**src/rtl/crc8_stream_arbiter.sv**
```systemverilog
// crc8_stream_arbiter
//   Shares one CRC-8 engine (poly 0x07, init 0x00, MSB-first, no reflection,
//   no final XOR) between two packet requesters. Whole packets are granted
//   round-robin. A running CRC is accumulated across 64-bit beats. One result
//   per packet is returned, tagged with the owning requester and its beat count.
//
// Ports
//   axi_aclk, axi_resetn        clock, asynchronous active-low reset
//   reqN_valid/ready            beat handshake for requester N (N = 0, 1)
//   reqN_data[63:0]             beat payload, byte 0 in [63:56]
//   reqN_last, reqN_bytes[2:0]  end of packet, valid bytes on last beat (0 = 8)
//   res_valid/ready             result handshake
//   res_crc[7:0]                packet CRC
//   res_id                      requester that owned the packet
//   res_beats[CNT_W-1:0]        accepted beats in the packet (saturating)
module crc8_stream_arbiter #(
  parameter int CNT_W = 16
) (
  input  logic             axi_aclk,
  input  logic             axi_resetn,
  input  logic             req0_valid,
  output logic             req0_ready,
  input  logic [63:0]      req0_data,
  input  logic             req0_last,
  input  logic [2:0]       req0_bytes,
  input  logic             req1_valid,
  output logic             req1_ready,
  input  logic [63:0]      req1_data,
  input  logic             req1_last,
  input  logic [2:0]       req1_bytes,
  output logic             res_valid,
  input  logic             res_ready,
  output logic [7:0]       res_crc,
  output logic             res_id,
  output logic [CNT_W-1:0] res_beats
);

  typedef enum logic [1:0] {IDLE, BUSY, RESULT} state_t;

  state_t           state_q;
  logic             grant_q;
  logic             last_grant_q;
  logic [7:0]       crc_q;
  logic [CNT_W-1:0] cnt_q;
  logic             req0_ready_q;
  logic             req1_ready_q;
  logic             res_valid_q;
  logic [7:0]       res_crc_q;
  logic             res_id_q;
  logic [CNT_W-1:0] res_beats_q;

  // Byte-serial CRC-8 over the first nbytes bytes of a beat, MSB byte first.
  function automatic logic [7:0] crc8_beat(input logic [7:0]  seed,
                                           input logic [63:0] data,
                                           input logic [3:0]  nbytes);
    logic [7:0] c;
    c = seed;
    for (int b = 0; b < 8; b++) begin
      if (4'(b) < nbytes) begin
        c = c ^ data[63 - 8*b -: 8];
        for (int k = 0; k < 8; k++) begin
          c = c[7] ? ({c[6:0], 1'b0} ^ 8'h07) : {c[6:0], 1'b0};
        end
      end
    end
    return c;
  endfunction

  function automatic logic [CNT_W-1:0] sat_inc(input logic [CNT_W-1:0] v);
    return (&v) ? v : v + {{(CNT_W-1){1'b0}}, 1'b1};
  endfunction

  logic             sel_valid;
  logic             sel_ready;
  logic [63:0]      sel_data;
  logic             sel_last;
  logic [2:0]       sel_bytes;
  logic [3:0]       eff_bytes;
  logic             beat_fire;
  logic             win_d;
  logic [7:0]       crc_d;
  logic [CNT_W-1:0] cnt_d;

  always_comb begin
    sel_valid = grant_q ? req1_valid   : req0_valid;
    sel_ready = grant_q ? req1_ready_q : req0_ready_q;
    sel_data  = grant_q ? req1_data    : req0_data;
    sel_last  = grant_q ? req1_last    : req0_last;
    sel_bytes = grant_q ? req1_bytes   : req0_bytes;
    // Byte count only applies on the last beat; a count of 0 means a full beat.
    eff_bytes = (sel_last && (sel_bytes != 3'd0)) ? {1'b0, sel_bytes} : 4'd8;
    beat_fire = (state_q == BUSY) && sel_valid && sel_ready;
    // On a tie the requester that was not granted last wins.
    win_d     = (req0_valid && req1_valid) ? ~last_grant_q : req1_valid;
    crc_d     = crc8_beat(crc_q, sel_data, eff_bytes);
    cnt_d     = sat_inc(cnt_q);
  end

  always_ff @(posedge axi_aclk or negedge axi_resetn) begin
    if (!axi_resetn) begin
      state_q      <= IDLE;
      grant_q      <= 1'b0;
      last_grant_q <= 1'b1;
      crc_q        <= 8'h00;
      cnt_q        <= '0;
      req0_ready_q <= 1'b0;
      req1_ready_q <= 1'b0;
      res_valid_q  <= 1'b0;
      res_crc_q    <= 8'h00;
      res_id_q     <= 1'b0;
      res_beats_q  <= '0;
    end else begin
      case (state_q)
        IDLE: begin
          if (req0_valid || req1_valid) begin
            grant_q      <= win_d;
            crc_q        <= 8'h00;
            cnt_q        <= '0;
            req0_ready_q <= ~win_d;
            req1_ready_q <= win_d;
            state_q      <= BUSY;
          end
        end
        BUSY: begin
          // A dropped valid simply stalls here; the grant is never revoked.
          if (beat_fire) begin
            crc_q <= crc_d;
            cnt_q <= cnt_d;
            if (sel_last) begin
              state_q      <= RESULT;
              last_grant_q <= grant_q;
              req0_ready_q <= 1'b0;
              req1_ready_q <= 1'b0;
              res_valid_q  <= 1'b1;
              res_crc_q    <= crc_d;
              res_id_q     <= grant_q;
              res_beats_q  <= cnt_d;
            end
          end
        end
        RESULT: begin
          // Return to IDLE without arbitrating in the same cycle.
          if (res_ready) begin
            res_valid_q <= 1'b0;
            state_q     <= IDLE;
          end
        end
        default: state_q <= IDLE;
      endcase
    end
  end

  assign req0_ready = req0_ready_q;
  assign req1_ready = req1_ready_q;
  assign res_valid  = res_valid_q;
  assign res_crc    = res_crc_q;
  assign res_id     = res_id_q;
  assign res_beats  = res_beats_q;

endmodule

```
**config.mk**
```make
export PLATFORM = sky130hd
export DESIGN_NAME = crc8_stream_arbiter
export DESIGN_NICKNAME = d
export VERILOG_FILES = /design/src/rtl/crc8_stream_arbiter.sv
export SDC_FILE = /design/constraint.sdc
export NUM_CORES = 1
export LEC_CHECK = 0
export CELL_PAD_IN_SITES_DETAIL_PLACEMENT = 0
export CELL_PAD_IN_SITES_GLOBAL_PLACEMENT = 1
export CORE_AREA = 3 3 122 124
export CTS_CLUSTER_DIAMETER = 100
export DETAILED_ROUTE_END_ITERATION = 7
export DIE_AREA = 0 0 125 127
export DONT_BUFFER_PORTS = 1
export GPL_TIMING_DRIVEN = 0
export PLACE_DENSITY_LB_ADDON = 0.1
export SYNTH_ARGS = -nofsm -noshare
export SYNTH_HDL_FRONTEND = slang
export SYNTH_SLANG_ARGS = --single-unit
```
**constraint.sdc**
```tcl
create_clock -name axi_aclk -period 19.4 [get_ports axi_aclk]
set_input_delay 2.91 -clock axi_aclk [delete_from_list [all_inputs] [get_ports axi_aclk]]
set_output_delay 2.91 -clock axi_aclk [all_outputs]
set_load 0.05 [all_outputs]
```
==> results.sh, run 1 <==
export IMPL_end_kind="flip-flop"
export IMPL_place_congestion=0.888
export IMPL_syn_inst=777
export IMPL_grt_max_degree=57
export IMPL_clock_path_buffers=2
export IMPL_setup_viol=0
export IMPL_seq_area_frac_synth_pct=18.9
export IMPL_timing_fmax_ghz=0.0993
export IMPL_maxSlewHeadroom_pct=11.9
export IMPL_antenna_cells=0
export IMPL_hold_buffers=0
export IMPL_remaining_drc_errors=0
export IMPL_grt_ovfl_total=0
export IMPL_cts_buffers_inserted=5
export IMPL_period_share_pct=51.9
export IMPL_drt_wl_total_mm=18.3
export IMPL_max_stage_delay_ps=500
export IMPL_dpl_hpwl_mm=15.3
export IMPL_syn_nets=919
export IMPL_drv_cap=0
export IMPL_fp_dieH_um=127
export IMPL_grt_pass1_wl_mm=29.3
export IMPL_path_buf_inv=1
export IMPL_holdPathStages=2
export IMPL_synthSimpleGateAreaFrac_pct=14.0
export IMPL_dieArea_um2=15900
export IMPL_rr_worst_depth=27
export IMPL_critical_path_required_ps=19560
export IMPL_cts_resized=0
export IMPL_cts_root_buf="clkbuf_16"
export IMPL_cp_arrival_ps=10220
export IMPL_routed_via_density=5.74
export IMPL_cp_max_fo=6
export IMPL_core_area_um2=13900
export IMPL_num_rows=43
export IMPL_synth_top_family_by_area="XOR/XNOR gates"
export IMPL_startpoint_type="input pin"
export IMPL_rsz0062_at_grt="no"
export IMPL_vias=5541
export IMPL_setup_tns_ps=0
export IMPL_die_w_um=125
export IMPL_ant_nets=0
export IMPL_r2r_start="grant_q"
export IMPL_drive_above_1_share_pct=9.68
export IMPL_multi_input_area_um2=5890
export IMPL_netlist_area_um2=7440
export IMPL_cpLargestDelayFamily="XOR/XNOR gates"
export IMPL_wire_per_inst_um=19.0
export IMPL_reg2reg_to="crc_q[1]"
export IMPL_numPortBuffers=0
export IMPL_post_cts_buffers=0
export IMPL_grt_pass1_vias=5582
export IMPL_finalCriticalPeriod_ps=10070
export IMPL_synth_ff_type="dfrtp_1"
export IMPL_antenna_found_initial=0
export IMPL_seqCellArea_um2=1400
export IMPL_track_usage_pct=22.6
export IMPL_ctsHtreeMaxLevel=2
export IMPL_cts_tree="built"
export IMPL_initial_core_util_pct=53.6
export IMPL_worstHoldStart="last_grant_q"
export IMPL_synth_cell_types=70
export IMPL_r2r_setup_slack_ps=11060
export IMPL_insertion_delay_ps=290
export IMPL_cp_common_cell="xnor3_1"
export IMPL_yosysWarnings=0
export IMPL_worst_pin_slew_ps=1310
export IMPL_whs_endpoint="last_grant_q"
export IMPL_hp_class="flip-flop to flip-flop"
export IMPL_critPathKind="input pin to flip-flop"
export IMPL_path_clk_slew_ps=70
export IMPL_cp_slowest_cell="xor3_2"
export IMPL_hold_viol=0
export IMPL_clock_skew_ps=4.05
export IMPL_status="complete, no violations"
export IMPL_report_final_slew_viol_count=0
export IMPL_synth_mux_area_share_pct=12.3
export IMPL_cts_sinks=56
export IMPL_drtIter0Drc=336
export IMPL_fill_cells=1292
export IMPL_syn_to_final_growth_pct=5.28
export IMPL_synth_seq_cells=56
export IMPL_dr_pass1_iters=4
export IMPL_synth_xor_area_share_pct=40.7
export IMPL_layout_nets=926
export IMPL_synth_compound_area_share_pct=12.0
export IMPL_synthAdderAreaFrac_pct=0.168
export IMPL_avgSynthCellArea_um2=9.57
export IMPL_synthArstFlopShare_pct=100
export IMPL_ioPinCount=169
export IMPL_synth_edf_count=0
## placed cells by master, fill, tap and decap left out, drive strengths merged, types with 3 or more instances in the layout
cell type | netlist | layout
a31oi | 7 | 7
nor3 | 6 | 6
nor4 | 3 | 3
dfrtp | 55 | 55
xor2 | 60 | 60
o21ai | 55 | 55
and2 | 10 | 10
mux2i | 77 | 77
a21oi | 38 | 38
and3 | 9 | 9
o211ai | 9 | 9
mux2 | 6 | 6
a211oi | 7 | 7
xnor2 | 128 | 128
nand2b | 6 | 6
xor3 | 7 | 7
inv | 4 | 4
nor2b | 3 | 3
nor3b | 3 | 3
or2 | 11 | 11
xnor3 | 47 | 47
nand3 | 11 | 11
clkbuf | 16 | 21
o22a | 3 | 3
nand2 | 77 | 77
buf | 12 | 12
and4 | 4 | 4
a21o | 3 | 3
nor2 | 70 | 70
## layer usage
metal  track usage, %  up-vias  share of wire, %
met5                0        -                 0
met4             3.06        0              0.42
met3             2.68        6               5.5
met2             39.5      142                49
met1             31.1     2670                45
li1                 -     2723                 -
## per-stage QoR
step	hold slack [ps]	cells	cell area (µm²)	setup slack, ps	util (%)
6_report	519	965	7830	9330	56.4
5_1_grt	562	965	7830	8880	56.4
4_1_cts	514	965	7830	9280	56.4
3_5_place_dp	508	957	7660	9020	55.2
3_3_place_gp	486	957	7660	9130	55.2
2_1_floorplan	465	777	7440	10020	-
## worst max path at each step
stage	startpoint	endpoint	slack (ps)	cells after the start
global placement	req1_data[58]	crc_q[1]	9130	26
detailed placement	req1_data[58]	crc_q[1]	9020	26
finish	req1_data[58]	crc_q[1]	9330	26
global route	req1_data[58]	crc_q[1]	8880	26
CTS	req1_data[58]	crc_q[1]	9280	26
floorplan	req1_data[58]	crc_q[2]	10020	25
## worst min-delay path: cells and delay by family, from the launching register on
family,cells,cell delay [ps]
flops,1,390
compound gates,1,70
simple gates,1,50
## state kept, by name, indices dropped and copies added (netlist names)
name / count
res_crc: 8
req1_ready: 1
res_beats: 16
req0_ready: 1
res_valid: 1
state_q: 2
grant_q: 1
res_id: 1
last_grant_q: 1
cnt_q: 16
crc_q: 8
## cell type report
cell class / count / share of cell area [%]
Sequential cell: 56 / 17.9
Tap cell: 180 / 2.88
Clock inverter: 3 / 0.543
Multi-Input combinational cell: 689 / 75.2
Inverter: 4 / 0.192
Buffer: 28 / 1.73
Clock buffer: 5 / 1.60
## cell families after synthesis
| kind of cell | count (synthesis) |
|---|---|
| AOI/OAI and AO/OA | 142 |
| xor gates and xnor gates | 242 |
| adders and majority gates | 1 |
| buffers and inverters | 32 |
| DFF | 56 |
| muxes | 83 |
| and+or+nand+nor | 221 |
## synthesized netlist by cell type (12+ instances only)
cell type	instances	area (µm²)
a21oi_1	36	180
clkbuf_1	16	60.1
dfrtp_1	55	1380
mux2i_1	68	681
nand2_1	77	289
nor2_1	63	236
o21ai_0	41	205
o21ai_1	12	60.1
xnor2_1	113	990
xnor2_2	13	211
xnor3_1	45	1010
xor2_1	58	508
Power of run 1 is not shown: default switching activity piles up to over one toggle a cycle in this logic, so the estimate is an artifact.
==> inputs of run 2 (changes only) <==
--- a/config.mk
+++ b/config.mk
@@ -7,10 +7,10 @@
 export LEC_CHECK = 0
 export CELL_PAD_IN_SITES_DETAIL_PLACEMENT = 0
 export CELL_PAD_IN_SITES_GLOBAL_PLACEMENT = 1
-export CORE_AREA = 3 3 122 124
+export CORE_AREA = 3 3 133 135
 export CTS_CLUSTER_DIAMETER = 100
 export DETAILED_ROUTE_END_ITERATION = 7
-export DIE_AREA = 0 0 125 127
+export DIE_AREA = 0 0 136 138
 export DONT_BUFFER_PORTS = 1
 export GPL_TIMING_DRIVEN = 0
 export PLACE_DENSITY_LB_ADDON = 0.1
==> constraint.sdc (replaced) <==
create_clock -name axi_aclk -period 8.4 [get_ports axi_aclk]
set_input_delay 1.26 -clock axi_aclk [delete_from_list [all_inputs] [get_ports axi_aclk]]
set_output_delay 1.26 -clock axi_aclk [all_outputs]
set_load 0.05 [all_outputs]
==> run 2 against run 1 <==
Net effect:
- worst hold slack got worse by 21 ps
- non-clock buffer count grew 11
- cell count rose by 5.3%
- highest routed layer unchanged
==> results.sh, run 2 (synthesis gave the netlist of run 1 again) <==
export IMPL_status="complete, no violations"
export IMPL_setup_tns_ps=0
export IMPL_dieArea_um2=18800
export IMPL_worstHoldStart="last_grant_q"
export IMPL_placed_cells=997
export IMPL_placed_area_um2=7710
export IMPL_syn_to_final_growth_pct=9.54
export IMPL_num_rows=47
export IMPL_hold_buffers=0
export IMPL_die_w_um=136
export IMPL_fill_cells=1604
export IMPL_holdPathStages=2
export IMPL_dpl_hpwl_mm=16.0
export IMPL_stdcell_count=1016
export IMPL_rsz0062_at_grt="yes"
export IMPL_drv_cap=0
export IMPL_hp_class="flip-flop to flip-flop"
export IMPL_worst_pin_slew_ps=1230
export IMPL_period_share_pct=96.0
export IMPL_ant_nets=0
export IMPL_final_util_pct=49.1
export IMPL_core_area_um2=16600
export IMPL_numPortBuffers=0
export IMPL_final_common_cell="xnor2_1"
export IMPL_routed_via_density=5.50
export IMPL_startpoint_type="input pin"
export IMPL_fin_area_um2=8150
export IMPL_grt_max_degree=57
export IMPL_drtIter0Drc=280
export IMPL_cts_buffers_inserted=5
export IMPL_ioPinCount=169
export IMPL_setup_viol=0
export IMPL_cts_sinks=56
export IMPL_insertion_delay_ps=290
export IMPL_fp_dieH_um=138
export IMPL_antenna_cells=0
export IMPL_cp_arrival_ps=8290
export IMPL_grt_pass1_wl_mm=30.1
export IMPL_place_congestion=0.863
export IMPL_path_clk_slew_ps=70
export IMPL_layout_nets=937
export IMPL_drive_above_1_share_pct=13.4
export IMPL_timing_fmax_ghz=0.124
export IMPL_finalCriticalPeriod_ps=8070
export IMPL_critical_path_required_ps=8620
export IMPL_r2r_start="grant_q"
export IMPL_layout_common_cells="109 x xnor2_1, 76 x nand2_1, 64 x mux2i_1, 63 x nor2_1, 55 x dfrtp_1"
export IMPL_remaining_drc_errors=0
export IMPL_clock_skew_ps=9.21
export IMPL_rr_worst_depth=29
export IMPL_grt_pass1_vias=5532
export IMPL_whs_endpoint="last_grant_q"
export IMPL_clock_path_buffers=2
export IMPL_r2r_setup_slack_ps=550
export IMPL_critPathKind="input pin to flip-flop"
export IMPL_initial_core_util_pct=44.9
export IMPL_ctsHtreeMaxLevel=2
export IMPL_drt_wl_total_mm=19.4
export IMPL_report_final_slew_viol_count=0
export IMPL_dr_pass1_iters=5
export IMPL_maxSlewHeadroom_pct=17.7
export IMPL_grt_ovfl_total=0
export IMPL_antenna_found_initial=0
export IMPL_cp_max_fo=5
export IMPL_track_usage_pct=20.0
export IMPL_wire_per_inst_um=19.1
export IMPL_end_kind="flip-flop"
export IMPL_cts_tree="built"
export IMPL_hold_viol=0
export IMPL_reg2reg_to="res_crc[0]"
export IMPL_critPathLaunch="req0_data[61]"
export IMPL_cts_root_buf="clkbuf_16"
export IMPL_vias=5592
==> run 2: critical path: stages <==
cell and delay, ps:
mux2i_4 160, xnor2_2 190, xnor3_1 490, xor2_1 180, o211ai_1 260, and2_1 160, buf_2 210, xnor3_1 460
o21ai_4 240, xnor2_1 160, xnor3_1 290, nor2_2 170, xor3_2 500, xnor3_1 360, nor2_2 180, xor2_2 220
xnor2_1 140, xnor3_1 420, a21oi_2 220, xor3_1 440, nor2_1 220, xnor3_1 410, xnor2_1 350, xor2_1 210
mux2i_2 90, buf_4 170, o21ai_1 110
==> run 2: area by class of cell <==
cell class	count	area (µm²)	share of cell area [%]
Clock inverter	2	38.8	0.476
Timing Repair Buffer	11	82.6	1.01
Multi-Input combinational cell	689	6060	74.4
Clock buffer	6	139	1.70
Inverter	4	15.0	0.184
Sequential cell	56	1400	17.2
Buffer	28	136	1.67
Tap cell	220	275	3.38
==> run 2: worst max path at each step <==
stage	slack (ps)	cells past startpoint	end
final	330	27	res_crc[0]
after global routing	-30	26	crc_q[0]
after CTS	4	25	res_crc[1]
after detailed placement	-520	26	res_crc[1]
after global placement	-320	26	crc_q[1]
after floorplan	670	25	crc_q[2]
==> run 2: layer usage <==
metal | track usage [%] | up-vias | wire length, µm
li1 | - | 2743 | -
met1 | 30.8 | 2678 | 9340
met3 | 2.73 | 14 | 1010
met2 | 30.9 | 157 | 8820
met4 | 2.71 | 0 | 251
met5 | 0 | - | 0
==> run 2: metrics by stage <==
step	worst slack, ps	hold slack (ps)
after floorplan	671	465
after global placement	-320	486
after detailed placement	-524	490
after CTS	3.75	501
after global routing	-32.3	517
final	334	498
==> run 2: timing repair <==
action	4_1_cts	5_1_grt
buffers inserted	1	10
endpoints found under the setup margin	4	16
cloned	0	0
resized for setup	2	25
pin swaps	1	6
Power of run 2 is left out for the same reason.
